`src/rtl/rgb2ycbcr_pipe_pkg.sv`:
```
// ============================================================================
// rgb2ycbcr_pipe_pkg : mode encodings, Q8 coefficient table, rounding constants
// Rev 1.0
// ============================================================================
`default_nettype none

package rgb2ycbcr_pipe_pkg;

    localparam int COEF_W = 9;
    localparam int FRAC_W = 8;
    localparam int ROUND  = 128;

    // {std, range}: std 0 = BT.601, 1 = BT.709; range 0 = full, 1 = limited
    typedef enum logic [1:0] {
        MODE_601_FULL = 2'b00,
        MODE_601_LIM  = 2'b01,
        MODE_709_FULL = 2'b10,
        MODE_709_LIM  = 2'b11
    } mode_e;

    typedef logic signed [COEF_W-1:0] coef_t;

    typedef struct packed {
        coef_t y_r;  coef_t y_g;  coef_t y_b;
        coef_t cb_r; coef_t cb_g; coef_t cb_b;
        coef_t cr_r; coef_t cr_g; coef_t cr_b;
    } coef_set_t;

    function automatic coef_set_t coef_lookup(mode_e mode);
        coef_set_t set;
        case (mode)
            MODE_601_FULL: set = '{9'sd77,  9'sd150, 9'sd29, -9'sd43, -9'sd85, 9'sd128, 9'sd128, -9'sd107, -9'sd21};
            MODE_709_FULL: set = '{9'sd54,  9'sd183, 9'sd19, -9'sd29, -9'sd99, 9'sd128, 9'sd128, -9'sd116, -9'sd12};
            MODE_601_LIM:  set = '{9'sd66,  9'sd129, 9'sd25, -9'sd38, -9'sd74, 9'sd112, 9'sd112, -9'sd94,  -9'sd18};
            MODE_709_LIM:  set = '{9'sd47,  9'sd157, 9'sd16, -9'sd25, -9'sd87, 9'sd112, 9'sd112, -9'sd102, -9'sd10};
            default:       set = '0;
        endcase
        return set;
    endfunction

endpackage

`default_nettype wire

```
`src/rtl/ycc_channel.sv`:
```
// ============================================================================
// ycc_channel : 3-term Q8 MAC with offset, rounding, shift and clamp (3 stages)
// Rev 1.0
// ============================================================================
`default_nettype none

module ycc_channel
    import rgb2ycbcr_pipe_pkg::*;
#(
    parameter int DATA_W = 8
) (
    input  logic              clk,
    input  logic              rst_n,
    input  logic [DATA_W-1:0] comp_r,
    input  logic [DATA_W-1:0] comp_g,
    input  logic [DATA_W-1:0] comp_b,
    input  logic [8:0]        coef_r,
    input  logic [8:0]        coef_g,
    input  logic [8:0]        coef_b,
    input  logic [DATA_W+10:0] offset,
    output logic [DATA_W-1:0] result
);

    localparam int ACC_W  = DATA_W + 11;
    localparam int PROD_W = DATA_W + COEF_W + 1;

    localparam logic signed [ACC_W-1:0] c_round = ACC_W'(ROUND);

    logic signed [PROD_W-1:0] r_prod_r, r_prod_g, r_prod_b;
    logic signed [ACC_W-1:0]  r_off;
    logic signed [ACC_W-1:0]  w_sum;
    logic signed [ACC_W-1:0]  r_sum;
    logic signed [ACC_W-1:0]  w_shift;
    logic [DATA_W-1:0]        w_clamped;
    logic [DATA_W-1:0]        r_result;

    // Components are unsigned; extend before the signed multiply
    function automatic logic signed [PROD_W-1:0] mul_term(logic [8:0] coef, logic [DATA_W-1:0] comp);
        logic signed [PROD_W-1:0] coef_ext;
        logic signed [PROD_W-1:0] comp_ext;
        coef_ext = PROD_W'($signed(coef));
        comp_ext = PROD_W'(comp);
        return coef_ext * comp_ext;
    endfunction

    always_comb begin
        w_sum   = ACC_W'(r_prod_r) + ACC_W'(r_prod_g) + ACC_W'(r_prod_b) + r_off + c_round;
        w_shift = r_sum >>> FRAC_W;
        if (w_shift[ACC_W-1]) begin
            w_clamped = '0;
        end else if (|w_shift[ACC_W-2:DATA_W]) begin
            w_clamped = '1;
        end else begin
            w_clamped = w_shift[DATA_W-1:0];
        end
    end

    always_ff @(posedge clk or negedge rst_n) begin
        if (!rst_n) begin
            r_prod_r <= '0;
            r_prod_g <= '0;
            r_prod_b <= '0;
            r_off    <= '0;
            r_sum    <= '0;
            r_result <= '0;
        end else begin
            r_prod_r <= mul_term(coef_r, comp_r);
            r_prod_g <= mul_term(coef_g, comp_g);
            r_prod_b <= mul_term(coef_b, comp_b);
            r_off    <= offset;
            r_sum    <= w_sum;
            r_result <= w_clamped;
        end
    end

    assign result = r_result;

endmodule

`default_nettype wire

```
`src/rtl/rgb2ycbcr_pipe.sv`:
```
// ============================================================================
// rgb2ycbcr_pipe : RGB -> YCbCr444, BT.601/709, full/limited, frame-latched mode
// Rev 1.0
// ============================================================================
`default_nettype none

module rgb2ycbcr_pipe
    import rgb2ycbcr_pipe_pkg::*;
#(
    parameter int   DATA_W      = 8,
    parameter logic VSYNC_VALID = 1'b1
) (
    input  logic              clk,
    input  logic              rst_n,
    input  logic              per_frame_vsync,
    input  logic              per_frame_href,
    input  logic              per_frame_clken,
    input  logic [DATA_W-1:0] per_img_red,
    input  logic [DATA_W-1:0] per_img_green,
    input  logic [DATA_W-1:0] per_img_blue,
    input  logic              cfg_std,
    input  logic              cfg_range,
    output logic              post_frame_vsync,
    output logic              post_frame_href,
    output logic              post_frame_clken,
    output logic [DATA_W-1:0] post_img_Y,
    output logic [DATA_W-1:0] post_img_Cb,
    output logic [DATA_W-1:0] post_img_Cr
);

    localparam int ACC_W = DATA_W + 11;

    // Offsets pre-scaled by 2^FRAC_W so they add straight into the accumulator
    localparam logic [ACC_W-1:0] c_y_off_lim = ACC_W'(32'd16 << DATA_W);
    localparam logic [ACC_W-1:0] c_c_off     = ACC_W'(32'd1 << (DATA_W + FRAC_W - 1));

    logic              r_vsync_d;
    logic              w_frame_start;
    logic              r_armed;
    logic              w_href_in;
    logic              w_clken_in;
    mode_e             r_mode;
    coef_set_t         w_coef;
    logic [ACC_W-1:0]  w_y_off;
    logic [2:0]        r_vsync_dl;
    logic [2:0]        r_href_dl;
    logic [2:0]        r_clken_dl;
    logic [DATA_W-1:0] w_y, w_cb, w_cr;

    assign w_frame_start = (per_frame_vsync == VSYNC_VALID) && (r_vsync_d != VSYNC_VALID);

    // After reset nothing is passed on until a genuine frame start is seen
    assign w_href_in  = per_frame_href  & (r_armed | w_frame_start);
    assign w_clken_in = per_frame_clken & (r_armed | w_frame_start);

    always_ff @(posedge clk or negedge rst_n) begin
        if (!rst_n) begin
            r_vsync_d  <= VSYNC_VALID;
            r_mode     <= MODE_601_FULL;
            r_armed    <= 1'b0;
            r_vsync_dl <= '0;
            r_href_dl  <= '0;
            r_clken_dl <= '0;
        end else begin
            r_vsync_d <= per_frame_vsync;
            if (w_frame_start) begin
                r_mode  <= mode_e'({cfg_std, cfg_range});
                r_armed <= 1'b1;
            end
            r_vsync_dl <= {r_vsync_dl[1:0], per_frame_vsync};
            r_href_dl  <= {r_href_dl[1:0],  w_href_in};
            r_clken_dl <= {r_clken_dl[1:0], w_clken_in};
        end
    end

    assign w_coef  = coef_lookup(r_mode);
    assign w_y_off = (r_mode == MODE_601_LIM || r_mode == MODE_709_LIM) ? c_y_off_lim : '0;

    ycc_channel #(.DATA_W(DATA_W)) u_ch_y (
        .clk    (clk),
        .rst_n  (rst_n),
        .comp_r (per_img_red),
        .comp_g (per_img_green),
        .comp_b (per_img_blue),
        .coef_r (w_coef.y_r),
        .coef_g (w_coef.y_g),
        .coef_b (w_coef.y_b),
        .offset (w_y_off),
        .result (w_y)
    );

    ycc_channel #(.DATA_W(DATA_W)) u_ch_cb (
        .clk    (clk),
        .rst_n  (rst_n),
        .comp_r (per_img_red),
        .comp_g (per_img_green),
        .comp_b (per_img_blue),
        .coef_r (w_coef.cb_r),
        .coef_g (w_coef.cb_g),
        .coef_b (w_coef.cb_b),
        .offset (c_c_off),
        .result (w_cb)
    );

    ycc_channel #(.DATA_W(DATA_W)) u_ch_cr (
        .clk    (clk),
        .rst_n  (rst_n),
        .comp_r (per_img_red),
        .comp_g (per_img_green),
        .comp_b (per_img_blue),
        .coef_r (w_coef.cr_r),
        .coef_g (w_coef.cr_g),
        .coef_b (w_coef.cr_b),
        .offset (c_c_off),
        .result (w_cr)
    );

    assign post_frame_vsync = r_vsync_dl[2];
    assign post_frame_href  = r_href_dl[2];
    assign post_frame_clken = r_clken_dl[2];
    assign post_img_Y       = r_href_dl[2] ? w_y  : '0;
    assign post_img_Cb      = r_href_dl[2] ? w_cb : '0;
    assign post_img_Cr      = r_href_dl[2] ? w_cr : '0;

endmodule

`default_nettype wire

```
`config.mk`:
```
export PLATFORM = sky130hd
export DESIGN_NAME = rgb2ycbcr_pipe
export DESIGN_NICKNAME = d
export VERILOG_FILES = /design/src/rtl/rgb2ycbcr_pipe_pkg.sv /design/src/rtl/ycc_channel.sv /design/src/rtl/rgb2ycbcr_pipe.sv
export SDC_FILE = /design/constraint.sdc
export NUM_CORES = 1
export LEC_CHECK = 0
export BUFFER_PORTS_ARGS = -buffer_cell sky130_fd_sc_hd__buf_4
export CAP_MARGIN = 0
export CORE_UTILIZATION = 52
export DETAILED_ROUTE_END_ITERATION = 6
export GPL_TIMING_DRIVEN = 1
export HOLD_SLACK_MARGIN = 0.06
export PLACE_DENSITY = 0.68
export SYNTH_ARGS = -nofsm -noshare
export SYNTH_HDL_FRONTEND = slang
export SYNTH_SLANG_ARGS = --single-unit
```
`constraint.sdc`:
```
create_clock -name clk -period 6.5 [get_ports clk]
set_input_delay 0 -clock clk [delete_from_list [all_inputs] [get_ports clk]]
set_output_delay 0 -clock clk [all_outputs]
set_load 0.01 [all_outputs]
```
==> flow_metrics.py, run 1 <==
metrics = {
    "clock_tree": {
        "post-cts-setup-buffer-count": 0,
        "postCtsHoldBufs": 13,
        "tritoncts_clock_tree": "yes",
        "clkLatencyLatePin_ns": 0.56,
        "clock_path_buffers": 3,
        "clock_sink_count": 221,
        "cts.htree.levels": 1,
        "clk_pin_slew_worst_paths_ns": 0.07,
        "cts_root_buf": "sky130_fd_sc_hd__clkbuf_16",
        "number_of_buffers_created_by_cts": 27,
        "count_of_cells_resized_by_post_cts_repair": 0,
    },
    "place": {
        "placed_cell_area_um2": 26200,
        "globalplace.congestion": 0.969,
        "detailedPlacementHpwl_um": 46800,
        "place.port_buffers": 57,
    },
    "yosys": {
        "postSynthCellCount": 2490,
        "yosys.cell_types.count": 61,
        "yosysTopAreaCellShare_pct": 26.4,
        "syn-mean-instance-area_um2": 10.0,
        "number_of_warnings_printed_during_yosys_synthesis": 0,
        "synth.most_common_cell": "sky130_fd_sc_hd__inv_1",
        "async_reset_ff_share_pct": 100,
        "synth-seq-cells": 221,
        "synth.area.top_cells": "sky130_fd_sc_hd__fa_1 (26%), sky130_fd_sc_hd__dfrtp_1 (22%), sky130_fd_sc_hd__ha_1 (21%)",
        "netlist_area_um2": 25000,
        "synth.cells.most_frequent": "sky130_fd_sc_hd__inv_1 (577), sky130_fd_sc_hd__ha_1 (427), sky130_fd_sc_hd__fa_1 (329)",
        "synth_enable_flop_cells": 0,
        "yosysSeqAreaShare_pct": 22.1,
        "post-synth-top-area-cell": "sky130_fd_sc_hd__fa_1",
        "postSynth.topFlopCell": "sky130_fd_sc_hd__dfrtp_1",
    },
    "finish": {
        "utilization_pct": 58.1,
        "final_nets": 3363,
        "share_of_cells_above_drive_strength_1_pct": 5.16,
        "fin_area_um2": 27300,
        "antennaDiodeCount": 0,
        "area.growth.synth_to_final_pct": 9.06,
    },
    "global_routing": {
        "first_global_vias": 17800,
        "global_route.overflow_total": 0,
        "grt_usage_pct": 24.2,
        "antenna_found_initial": 2,
        "maximum_number_of_pins_on_one_net_before_global_route_repair": 163,
        "grt_pass1_wl_um": 93200,
    },
    "routing": {
        "routed_wl_per_cell_um": 17.5,
        "detailedRoute.firstPassIterationCount": 5,
        "drt.antenna.violating_nets": 0,
        "drc": 0,
        "viasPerCell": 5.19,
        "iteration_0_drc_markers": 927,
        "drt-total-wl_um": 55900,
        "dr_total_vias": 16600,
    },
    "die": {
        "die_h_um": 221,
        "die-width_um": 221,
        "site_row_count": 79,
        "initial_utilization_pct": 53.2,
        "design.die.area_um2": 48900,
        "core_region_area_um2": 47000,
        "io_pins": 58,
    },
    "sta": {
        "worst_margin_pin_slew_ns": 1.04,
        "grt_setup_unrepaired": "false",
        "setup-violations-final": 0,
        "worst_hold_slack_ns": 0.117,
        "timing.clock.skew_ns": 0.0253,
        "final_critical_path_required_period_ns": 5.96,
        "period_share_pct": 91.7,
        "setup_total_negative_slack_ns": 0,
        "maxSlewViolCount": 0,
        "maximum_achievable_frequency_mhz": 168,
        "slew_headroom_pct": 30.9,
        "report.final.hold_viol_count": 0,
    },
    "worst_setup_path": {
        "critical_path.cell_chain": "buf_4 > ha_1 > or2_2 > nand2_1 > fa_1 > inv_1 > ha_1 > ha_1 > inv_1 > fa_1 > inv_1 > ha_1 > fa_1 > a21o_1 > a21oi_1 > nor2b_1 > o41ai_1 > o21ai_0 > o41ai_1 > xnor2_1",
        "capturing_point_of_the_worst_reg2reg_path": "u_ch_cr.r_prod_b[16]",
        "criticalPathCategory": "flip-flop to flip-flop",
        "worstSetupStartpointType": "flip-flop",
        "critical-path-slowest-cell": "sky130_fd_sc_hd__fa_1",
        "crit-reg2reg-launch": "r_mode[0]",
        "rrSetupSlack_ns": 0.54,
        "worstRegToRegCells": 20,
        "crit_path_capture_type": "flip-flop",
        "startpoint": "r_mode[0]",
        "cp.required_ns": 6.97,
        "worstPathArrival_ns": 6.43,
        "max_stage_delay_ns": 0.56,
        "worst-path-max-fanout": 38,
        "critPathMostFrequentCell": "sky130_fd_sc_hd__ha_1",
        "setup.worst_path.end": "u_ch_cr.r_prod_b[16]",
    },
    "hold_path": {
        "min_path_type": "primary input to flip-flop",
    },
    "flow_run": {
        "maxCapViolCount": 0,
    },
    "run_status": {
        "status": "finished, final reports clean",
    },
}
layer usage:
| metal | share of wire [%] | vias up | global-route usage [%] |
|---|---|---|---|
| met4 | 2.7 | 0 | 6.68 |
| li1 | - | 7928 | - |
| met5 | 0 | - | 0 |
| met1 | 44 | 8226 | 32.6 |
| met2 | 48 | 372 | 41.1 |
| met3 | 4.5 | 101 | 3.16 |
critical path: cells and delay by family, from the launching register on:
kind | cells | cell delay [ns]
compound gates | 5 | 1.43
xor+xnor | 1 | 0.17
fa+ha+maj | 7 | 2.68
buf+inv | 4 | 0.51
flops | 1 | 0.40
simple gates | 3 | 0.65
stage by stage:
stage,cells,setup slack [ns]
CTS,3202,0.601
detailed placement,3141,0.647
global route,3202,0.161
global placement,3141,0.818
finish,3202,0.537
floorplan,2498,0.815
worst min path at each step:
stage | start | end | slack, ns | cells past startpoint
6_report | per_frame_vsync | r_vsync_d | 0.12 | 2
5_1_grt | per_frame_vsync | r_vsync_d | 0.10 | 2
4_1_cts | per_frame_vsync | r_vsync_d | 0.09 | 2
3_5_place_dp | rst_n | u_ch_y.r_sum[16] | -0.02 | 1
3_3_place_gp | rst_n | u_ch_y.r_prod_b[13] | -0.03 | 1
2_1_floorplan | rst_n | r_armed | -0.30 | 0
sequential cells by signal, summed over array words and instances (netlist names):
name,cells
u_ch_y.r_prod_g,17
u_ch_cr.r_prod_b,18
u_ch_cr.result,8
u_ch_y.r_prod_b,15
r_clken_dl,3
u_ch_cr.r_prod_g,18
r_mode,2
u_ch_cb.r_sum,11
r_armed,1
u_ch_y.r_off,1
r_vsync_dl,3
u_ch_cb.r_prod_r,18
r_href_dl,3
r_vsync_d,1
u_ch_y.r_prod_r,17
u_ch_cr.r_sum,11
u_ch_cr.r_prod_r,14
u_ch_cb.result,8
u_ch_cr.r_off,1
u_ch_y.result,8
u_ch_cb.r_prod_g,18
u_ch_cb.r_prod_b,14
u_ch_y.r_sum,11
placed cells by master (no fill, tap or decap), types with 4 or more instances in the layout:
cell type	Yosys	routed
sky130_fd_sc_hd__xnor2_1	88	88
sky130_fd_sc_hd__bufinv_16	0	4
sky130_fd_sc_hd__fa_1	329	329
sky130_fd_sc_hd__and3_1	10	10
sky130_fd_sc_hd__nand2b_1	23	23
sky130_fd_sc_hd__a211oi_1	9	9
sky130_fd_sc_hd__o21a_1	12	12
sky130_fd_sc_hd__nand2_1	104	104
sky130_fd_sc_hd__a21o_1	35	35
sky130_fd_sc_hd__dfrtp_1	220	220
sky130_fd_sc_hd__clkbuf_16	0	27
sky130_fd_sc_hd__nand3_1	19	19
sky130_fd_sc_hd__a21oi_1	68	68
sky130_fd_sc_hd__o21ai_0	44	44
sky130_fd_sc_hd__conb_1	2	10
sky130_fd_sc_hd__or3_1	4	4
sky130_fd_sc_hd__clkbuf_1	31	7
sky130_fd_sc_hd__o21bai_1	12	12
sky130_fd_sc_hd__buf_4	0	68
sky130_fd_sc_hd__nand4_1	4	4
sky130_fd_sc_hd__inv_1	577	577
sky130_fd_sc_hd__xor2_1	29	29
sky130_fd_sc_hd__ha_1	427	427
sky130_fd_sc_hd__o41ai_1	7	7
sky130_fd_sc_hd__nor4_1	7	7
sky130_fd_sc_hd__nor2_1	198	198
sky130_fd_sc_hd__o211ai_1	7	7
sky130_fd_sc_hd__or2_2	13	13
sky130_fd_sc_hd__a31oi_1	4	4
sky130_fd_sc_hd__clkinv_1	7	7
sky130_fd_sc_hd__o31ai_1	5	5
sky130_fd_sc_hd__nor2b_1	39	39
sky130_fd_sc_hd__dlygate4sd3_1	0	12
sky130_fd_sc_hd__nor3_1	26	26
sky130_fd_sc_hd__clkinvlp_4	0	4
sky130_fd_sc_hd__or4_1	6	6
sky130_fd_sc_hd__and2_1	80	80
layout make-up:
cell class	instances	area [um^2]
Fill cell	4010	19700
Multi-Input combinational cell	1659	17200
Sequential cell	221	5530
Inverter	584	2190
Tap cell	607	759
Clock buffer	35	716
Timing Repair Buffer	83	693
Clock inverter	13	194
kinds of logic (layout without fill, tap and decap cells):
| family | Yosys count | count (layout) | share of synthesized area (%) |
|---|---|---|---|
| xor gates and xnor gates | 117 | 117 | 4.10 |
| other | 2 | 10 | 0.0300 |
| AOI/OAI and AO/OA | 236 | 236 | 6.35 |
| and+or+nand+nor | 539 | 539 | 10.3 |
| muxes | 1 | 1 | 0.0401 |
| adders and majority gates | 756 | 756 | 47.7 |
| buffers and inverters | 618 | 715 | 9.28 |
| DFF | 221 | 221 | 22.1 |
Power of run 1 is not shown: default switching activity piles up to over one toggle a cycle in this logic, so the estimate is an artifact.
==> run 2: changes to the inputs <==
--- a/config.mk
+++ b/config.mk
@@ -7,11 +7,12 @@
 export LEC_CHECK = 0
 export BUFFER_PORTS_ARGS = -buffer_cell sky130_fd_sc_hd__buf_4
 export CAP_MARGIN = 0
-export CORE_UTILIZATION = 52
+export CORE_UTILIZATION = 40
 export DETAILED_ROUTE_END_ITERATION = 6
 export GPL_TIMING_DRIVEN = 1
 export HOLD_SLACK_MARGIN = 0.06
-export PLACE_DENSITY = 0.68
+export PLACE_DENSITY_LB_ADDON = 0.3
+export RECOVER_POWER = 25
 export SYNTH_ARGS = -nofsm -noshare
 export SYNTH_HDL_FRONTEND = slang
 export SYNTH_SLANG_ARGS = --single-unit
==> run 2 against run 1 <==
Worst setup slack worse by 0.030 ns. Clock skew rose by 0.0065 ns. The flow now finishes with violations (max-capacitance violations, max-slew violations). Flip-flop and latch count unchanged. Wire length up 2.6%. Critical path depth down 2. Utilization decreased by 13 points.
==> flow_metrics.py, run 2 (synthesized netlist as in run 1, its figures left out) <==
metrics = {
    "sta": {
        "worst_hold_slack_ns": 0.125,
        "setup-violations-final": 0,
        "final_critical_path_required_period_ns": 5.99,
        "timing.clock.skew_ns": 0.0318,
        "maximum_achievable_frequency_mhz": 167,
        "period_share_pct": 92.2,
        "maxSlewViolCount": 87,
        "grt_setup_unrepaired": "false",
        "worst_margin_pin_slew_ns": 4.57,
        "report.final.hold_viol_count": 0,
        "setup_slack_ns": 0.507,
        "setup_total_negative_slack_ns": 0,
        "slew_headroom_pct": -205,
    },
    "global_routing": {
        "global_route.overflow_total": 0,
        "antenna_found_initial": 1,
        "grt_usage_pct": 19.2,
        "first_global_vias": 17700,
        "grt_pass1_wl_um": 95400,
        "maximum_number_of_pins_on_one_net_before_global_route_repair": 87,
    },
    "clock_tree": {
        "clk_pin_slew_worst_paths_ns": 0.07,
        "cts.htree.levels": 1,
        "clock_sink_count": 221,
        "cts_root_buf": "sky130_fd_sc_hd__clkbuf_16",
        "clkLatencyLatePin_ns": 0.58,
        "number_of_buffers_created_by_cts": 27,
        "post-cts-setup-buffer-count": 0,
        "tritoncts_clock_tree": "yes",
        "clock_path_buffers": 3,
    },
    "worst_setup_path": {
        "max_stage_delay_ns": 0.83,
        "crit_family": "adder cells",
        "worstSetupStartpointType": "flip-flop",
        "critical_path.cell_chain": "inv_1 > ha_1 > clkinv_1 > nor2_1 > ha_1 > fa_1 > ha_1 > inv_1 > fa_1 > inv_1 > ha_1 > a21o_1 > a21o_1 > a2111oi_0 > o211ai_1 > a31o_2 > a21oi_1 > xnor2_1",
        "crit-reg2reg-launch": "r_mode[1]",
        "crit_path_capture_type": "flip-flop",
        "worst-path-max-fanout": 18,
        "startpoint": "r_mode[1]",
        "critical-path-slowest-cell": "sky130_fd_sc_hd__a2111oi_0",
        "critPathMostFrequentCell": "sky130_fd_sc_hd__ha_1",
        "cp_num_buf_inv": 4,
        "criticalPathCategory": "flip-flop to flip-flop",
        "worstPathArrival_ns": 6.40,
        "cp.required_ns": 6.91,
    },
    "finish": {
        "final_common_cell": "sky130_fd_sc_hd__inv_1",
        "final_nets": 3361,
        "top_library_cells_by_usage_in_the_layout_fill_and_taps_aside": "sky130_fd_sc_hd__inv_1 (577), sky130_fd_sc_hd__ha_1 (427), sky130_fd_sc_hd__fa_1 (329), sky130_fd_sc_hd__dfrtp_1 (220), sky130_fd_sc_hd__nor2_1 (198)",
        "area.sequential_um2": 5530,
        "area.growth.synth_to_final_pct": 10.1,
        "fillCellCount": 5997,
        "antennaDiodeCount": 0,
        "multiInputGateArea_um2": 17200,
        "share_of_cells_above_drive_strength_1_pct": 4.98,
    },
    "run_status": {
        "status": "complete, but fails checks",
        "failed_checks": "max-capacitance violations, max-slew violations",
    },
    "hold_path": {
        "min_path_type": "primary input to flip-flop",
        "timing.hold.worst.start": "per_frame_vsync",
    },
    "routing": {
        "drt.antenna.violating_nets": 0,
        "iteration_0_drc_markers": 681,
        "detailedRoute.firstPassIterationCount": 5,
        "routed_wl_per_cell_um": 16.7,
        "drc": 0,
        "dr_total_vias": 16400,
        "viasPerCell": 4.79,
        "drt-total-wl_um": 57400,
    },
    "die": {
        "die_h_um": 252,
        "die-width_um": 252,
        "initial_utilization_pct": 40.5,
        "site_row_count": 91,
        "io_pins": 58,
        "core_region_area_um2": 61700,
        "design.die.area_um2": 63500,
    },
    "place": {
        "place.port_buffers": 57,
        "preCtsSetupSlack_ns": 0.481,
        "detailedPlacementHpwl_um": 48100,
        "globalplace.congestion": 0.924,
    },
    "flow_run": {
        "maxCapViolCount": 1,
    },
}
-- run 2: path summary, 6_finish.rpt --
check                      slack, ns                   end  cells after the start
min reg2reg                     0.35         r_clken_dl[1]                      0
max reg2reg                     0.51  u_ch_cr.r_prod_g[17]                     18
min                             0.12             r_vsync_d                      2
min in group asynchronous       1.66      u_ch_y.result[2]                      2
max in group asynchronous       2.16  u_ch_cb.r_prod_b[10]                      3
max                             0.51  u_ch_cr.r_prod_g[17]                     18
-- run 2: layout make-up --
class | count | area share [%]
well taps | 837 | 3.81
multi-input cells | 1659 | 62.4
flip-flops and latches | 221 | 20.1
repair buffers | 81 | 2.27
inverters | 584 | 7.97
clock inverters | 14 | 0.755
clock buffers | 33 | 2.68
-- run 2: repair_timing --
action,CTS,global route
resized for setup,0,0
hold endpoints to repair,107,0
hold buffers,13,0
-- run 2: worst reg2reg max path, delay by kind of cell, from the launching register on --
kind / cells / cell delay, ns
fa+ha+maj: 6 / 2.09
compound gates: 6 / 1.91
buf+inv: 4 / 0.98
flops: 1 / 0.44
simple gates: 1 / 0.35
xor+xnor: 1 / 0.08
-- run 2: through the flow --
step           util, %  instance area, um^2  cells
2_1_floorplan        -                25000   2498
3_3_place_gp      42.9                26500   3369
3_5_place_dp      42.9                26500   3369
4_1_cts           44.6                27500   3429
5_1_grt           44.6                27500   3429
6_report          44.6                27500   3429
-- run 2: layer usage --
layer | vias to the layer above | routed length, um | global-route usage (%)
met4 | 0 | 1870 | 6.15
met3 | 77 | 1950 | 2.15
met1 | 8162 | 26100 | 25.8
met5 | - | 0 | 0
li1 | 7918 | - | -
met2 | 253 | 27500 | 32.4
Power of run 2 is left out for the same reason.
==> run 3: changes to the inputs <==
--- a/config.mk
+++ b/config.mk
@@ -13,6 +13,7 @@
 export HOLD_SLACK_MARGIN = 0.06
 export PLACE_DENSITY_LB_ADDON = 0.3
 export RECOVER_POWER = 25
+export REMOVE_ABC_BUFFERS = 1
 export SYNTH_ARGS = -nofsm -noshare
 export SYNTH_HDL_FRONTEND = slang
 export SYNTH_SLANG_ARGS = --single-unit
==> run 3 against run 2 <==
The run still ends with max-capacitance violations, max-slew violations left. Design area increased by 0.13%. Critical path type unchanged. Clock-buffer cell count increased by 6. Flip-flop and latch count unchanged. Via count increased by 1.0%. Sequential share of layout area about the same. Critical path depth unchanged. First-iteration DRC count increased by 25%. Maximum frequency increased by 3.6%. Die area unchanged. Largest cell class unchanged.
==> flow_metrics.py, run 3 (synthesized netlist as in run 1, its figures left out) <==
metrics = {
    "run_status": {
        "status": "complete, but fails checks",
        "failed_checks": "max-capacitance violations, max-slew violations",
    },
    "die": {
        "initial_utilization_pct": 40.5,
        "die_h_um": 252,
        "die-width_um": 252,
        "site_row_count": 91,
        "design.die.area_um2": 63500,
        "io_pins": 58,
        "core_region_area_um2": 61700,
    },
    "sta": {
        "setup_total_negative_slack_ns": 0,
        "grt_setup_unrepaired": "false",
        "slew_headroom_pct": -229,
        "timing.clock.skew_ns": 0.0243,
        "report.final.hold_viol_count": 0,
        "setup-violations-final": 0,
        "maximum_achievable_frequency_mhz": 173,
        "maxSlewViolCount": 104,
        "worst_margin_pin_slew_ns": 4.94,
        "period_share_pct": 89.0,
        "final_critical_path_required_period_ns": 5.79,
    },
    "place": {
        "detailedPlacementHpwl_um": 48200,
        "place.port_buffers": 57,
        "globalplace.congestion": 0.895,
    },
    "global_routing": {
        "global_route.overflow_total": 0,
        "grt_usage_pct": 19.2,
        "first_global_vias": 17800,
        "grt_pass1_wl_um": 95000,
        "maximum_number_of_pins_on_one_net_before_global_route_repair": 119,
        "antenna_found_initial": 4,
    },
    "routing": {
        "dr_total_vias": 16600,
        "routed_wl_per_cell_um": 16.8,
        "viasPerCell": 4.82,
        "drt.antenna.violating_nets": 0,
        "drc": 0,
        "iteration_0_drc_markers": 851,
        "drt-total-wl_um": 57700,
        "detailedRoute.firstPassIterationCount": 5,
    },
    "worst_setup_path": {
        "max_stage_delay_ns": 0.86,
        "crit-reg2reg-launch": "r_mode[1]",
        "worstPathArrival_ns": 6.22,
        "worstRegToRegCells": 18,
        "rrSetupSlack_ns": 0.71,
        "worstSetupStartpointType": "flip-flop",
        "setup.worst_path.end": "u_ch_cr.r_prod_g[17]",
        "startpoint": "r_mode[1]",
        "criticalPathCategory": "flip-flop to flip-flop",
        "crit_path_capture_type": "flip-flop",
        "critical_path.cell_chain": "ha_1 > or2_2 > nand2_1 > fa_1 > inv_1 > fa_1 > ha_1 > inv_1 > fa_1 > inv_1 > ha_1 > a21o_1 > a21o_1 > a2111oi_0 > o211ai_1 > a31o_2 > a21oi_1 > xnor2_1",
        "cp_num_buf_inv": 3,
        "path_depth": 18,
        "crit_family": "adder cells",
        "capturing_point_of_the_worst_reg2reg_path": "u_ch_cr.r_prod_g[17]",
        "critical-path-slowest-cell": "sky130_fd_sc_hd__a2111oi_0",
        "worst-path-max-fanout": 13,
        "cp.required_ns": 6.94,
    },
    "clock_tree": {
        "clk_pin_slew_worst_paths_ns": 0.08,
        "count_of_cells_resized_by_post_cts_repair": 0,
        "number_of_buffers_created_by_cts": 28,
        "postCtsHoldBufs": 11,
        "clock_sink_count": 221,
        "cts.htree.levels": 1,
        "tritoncts_clock_tree": "yes",
        "cts_root_buf": "sky130_fd_sc_hd__clkbuf_16",
        "clkLatencyLatePin_ns": 0.59,
        "post-cts-setup-buffer-count": 0,
        "clock_path_buffers": 3,
    },
    "finish": {
        "area.growth.synth_to_final_pct": 10.2,
        "fillCellCount": 5965,
        "top_library_cells_by_usage_in_the_layout_fill_and_taps_aside": "sky130_fd_sc_hd__inv_1 (577), sky130_fd_sc_hd__ha_1 (427), sky130_fd_sc_hd__fa_1 (329), sky130_fd_sc_hd__dfrtp_1 (220), sky130_fd_sc_hd__nor2_1 (198)",
        "final_nets": 3363,
        "share_of_cells_above_drive_strength_1_pct": 5.20,
        "utilization_pct": 44.6,
        "final_common_cell": "sky130_fd_sc_hd__inv_1",
    },
    "flow_run": {
        "maxCapViolCount": 1,
    },
    "hold_path": {
        "min_path_type": "primary input to flip-flop",
    },
}
run 3: worst reg2reg max path: stages, from the launching register on:
cell and delay [ns]:
sky130_fd_sc_hd__dfrtp_1 0.44, sky130_fd_sc_hd__ha_1 0.47, sky130_fd_sc_hd__or2_2 0.44, sky130_fd_sc_hd__nand2_1 0.12, sky130_fd_sc_hd__fa_1 0.50, sky130_fd_sc_hd__inv_1 0.05
sky130_fd_sc_hd__fa_1 0.45, sky130_fd_sc_hd__ha_1 0.28, sky130_fd_sc_hd__inv_1 0.04, sky130_fd_sc_hd__fa_1 0.52, sky130_fd_sc_hd__inv_1 0.06, sky130_fd_sc_hd__ha_1 0.26
sky130_fd_sc_hd__a21o_1 0.16, sky130_fd_sc_hd__a21o_1 0.20, sky130_fd_sc_hd__a2111oi_0 0.86, sky130_fd_sc_hd__o211ai_1 0.24, sky130_fd_sc_hd__a31o_2 0.27, sky130_fd_sc_hd__a21oi_1 0.17
sky130_fd_sc_hd__xnor2_1 0.08
run 3: how the worst min path moves through the flow:
| stage | start | to | slack, ns | cells after the start |
|---|---|---|---|---|
| after floorplan | rst_n | r_armed | -0.30 | 0 |
| after global placement | rst_n | u_ch_y.result[7] | 0.08 | 1 |
| after detailed placement | rst_n | u_ch_y.r_sum[18] | 0.09 | 1 |
| after CTS | rst_n | u_ch_y.r_sum[18] | 0.07 | 2 |
| after global routing | per_frame_vsync | r_vsync_d | 0.09 | 2 |
| final | per_frame_vsync | r_vsync_d | 0.11 | 2 |
run 3: through the flow:
| stage | setup WS, ns | hold slack, ns | instances | area (um^2) |
|---|---|---|---|---|
| after floorplan | 0.439 | -0.296 | 2464 | 24900 |
| after global placement | 0.859 | 0.0806 | 3372 | 26500 |
| after detailed placement | 0.774 | 0.0903 | 3372 | 26500 |
| after CTS | 0.710 | 0.0650 | 3435 | 27600 |
| after global routing | 0.366 | 0.0914 | 3435 | 27500 |
| final | 0.714 | 0.109 | 3437 | 27600 |
run 3: layout make-up:
cell class | instances | area, um^2 | area share [%]
Sequential cell | 221 | 5530 | 20.1
Antenna cell | 2 | 5.00 | 0.0182
Timing Repair Buffer | 82 | 654 | 2.38
Clock inverter | 13 | 156 | 0.568
Multi-Input combinational cell | 1659 | 17200 | 62.3
Clock buffer | 39 | 792 | 2.87
Tap cell | 837 | 1050 | 3.80
Inverter | 584 | 2190 | 7.96
run 3: metal layers:
layer / up-vias / routed length [um] / share of wire, % / global-route usage (%)
met2: 302 / 27700 / 48 / 32.7
met3: 75 / 2340 / 4.1 / 1.75
met4: 0 / 1550 / 2.7 / 5.47
met5: - / 0 / 0 / 0
met1: 8277 / 26100 / 45 / 26.1
li1: 7920 / - / - / -
Power of run 3 is left out for the same reason.
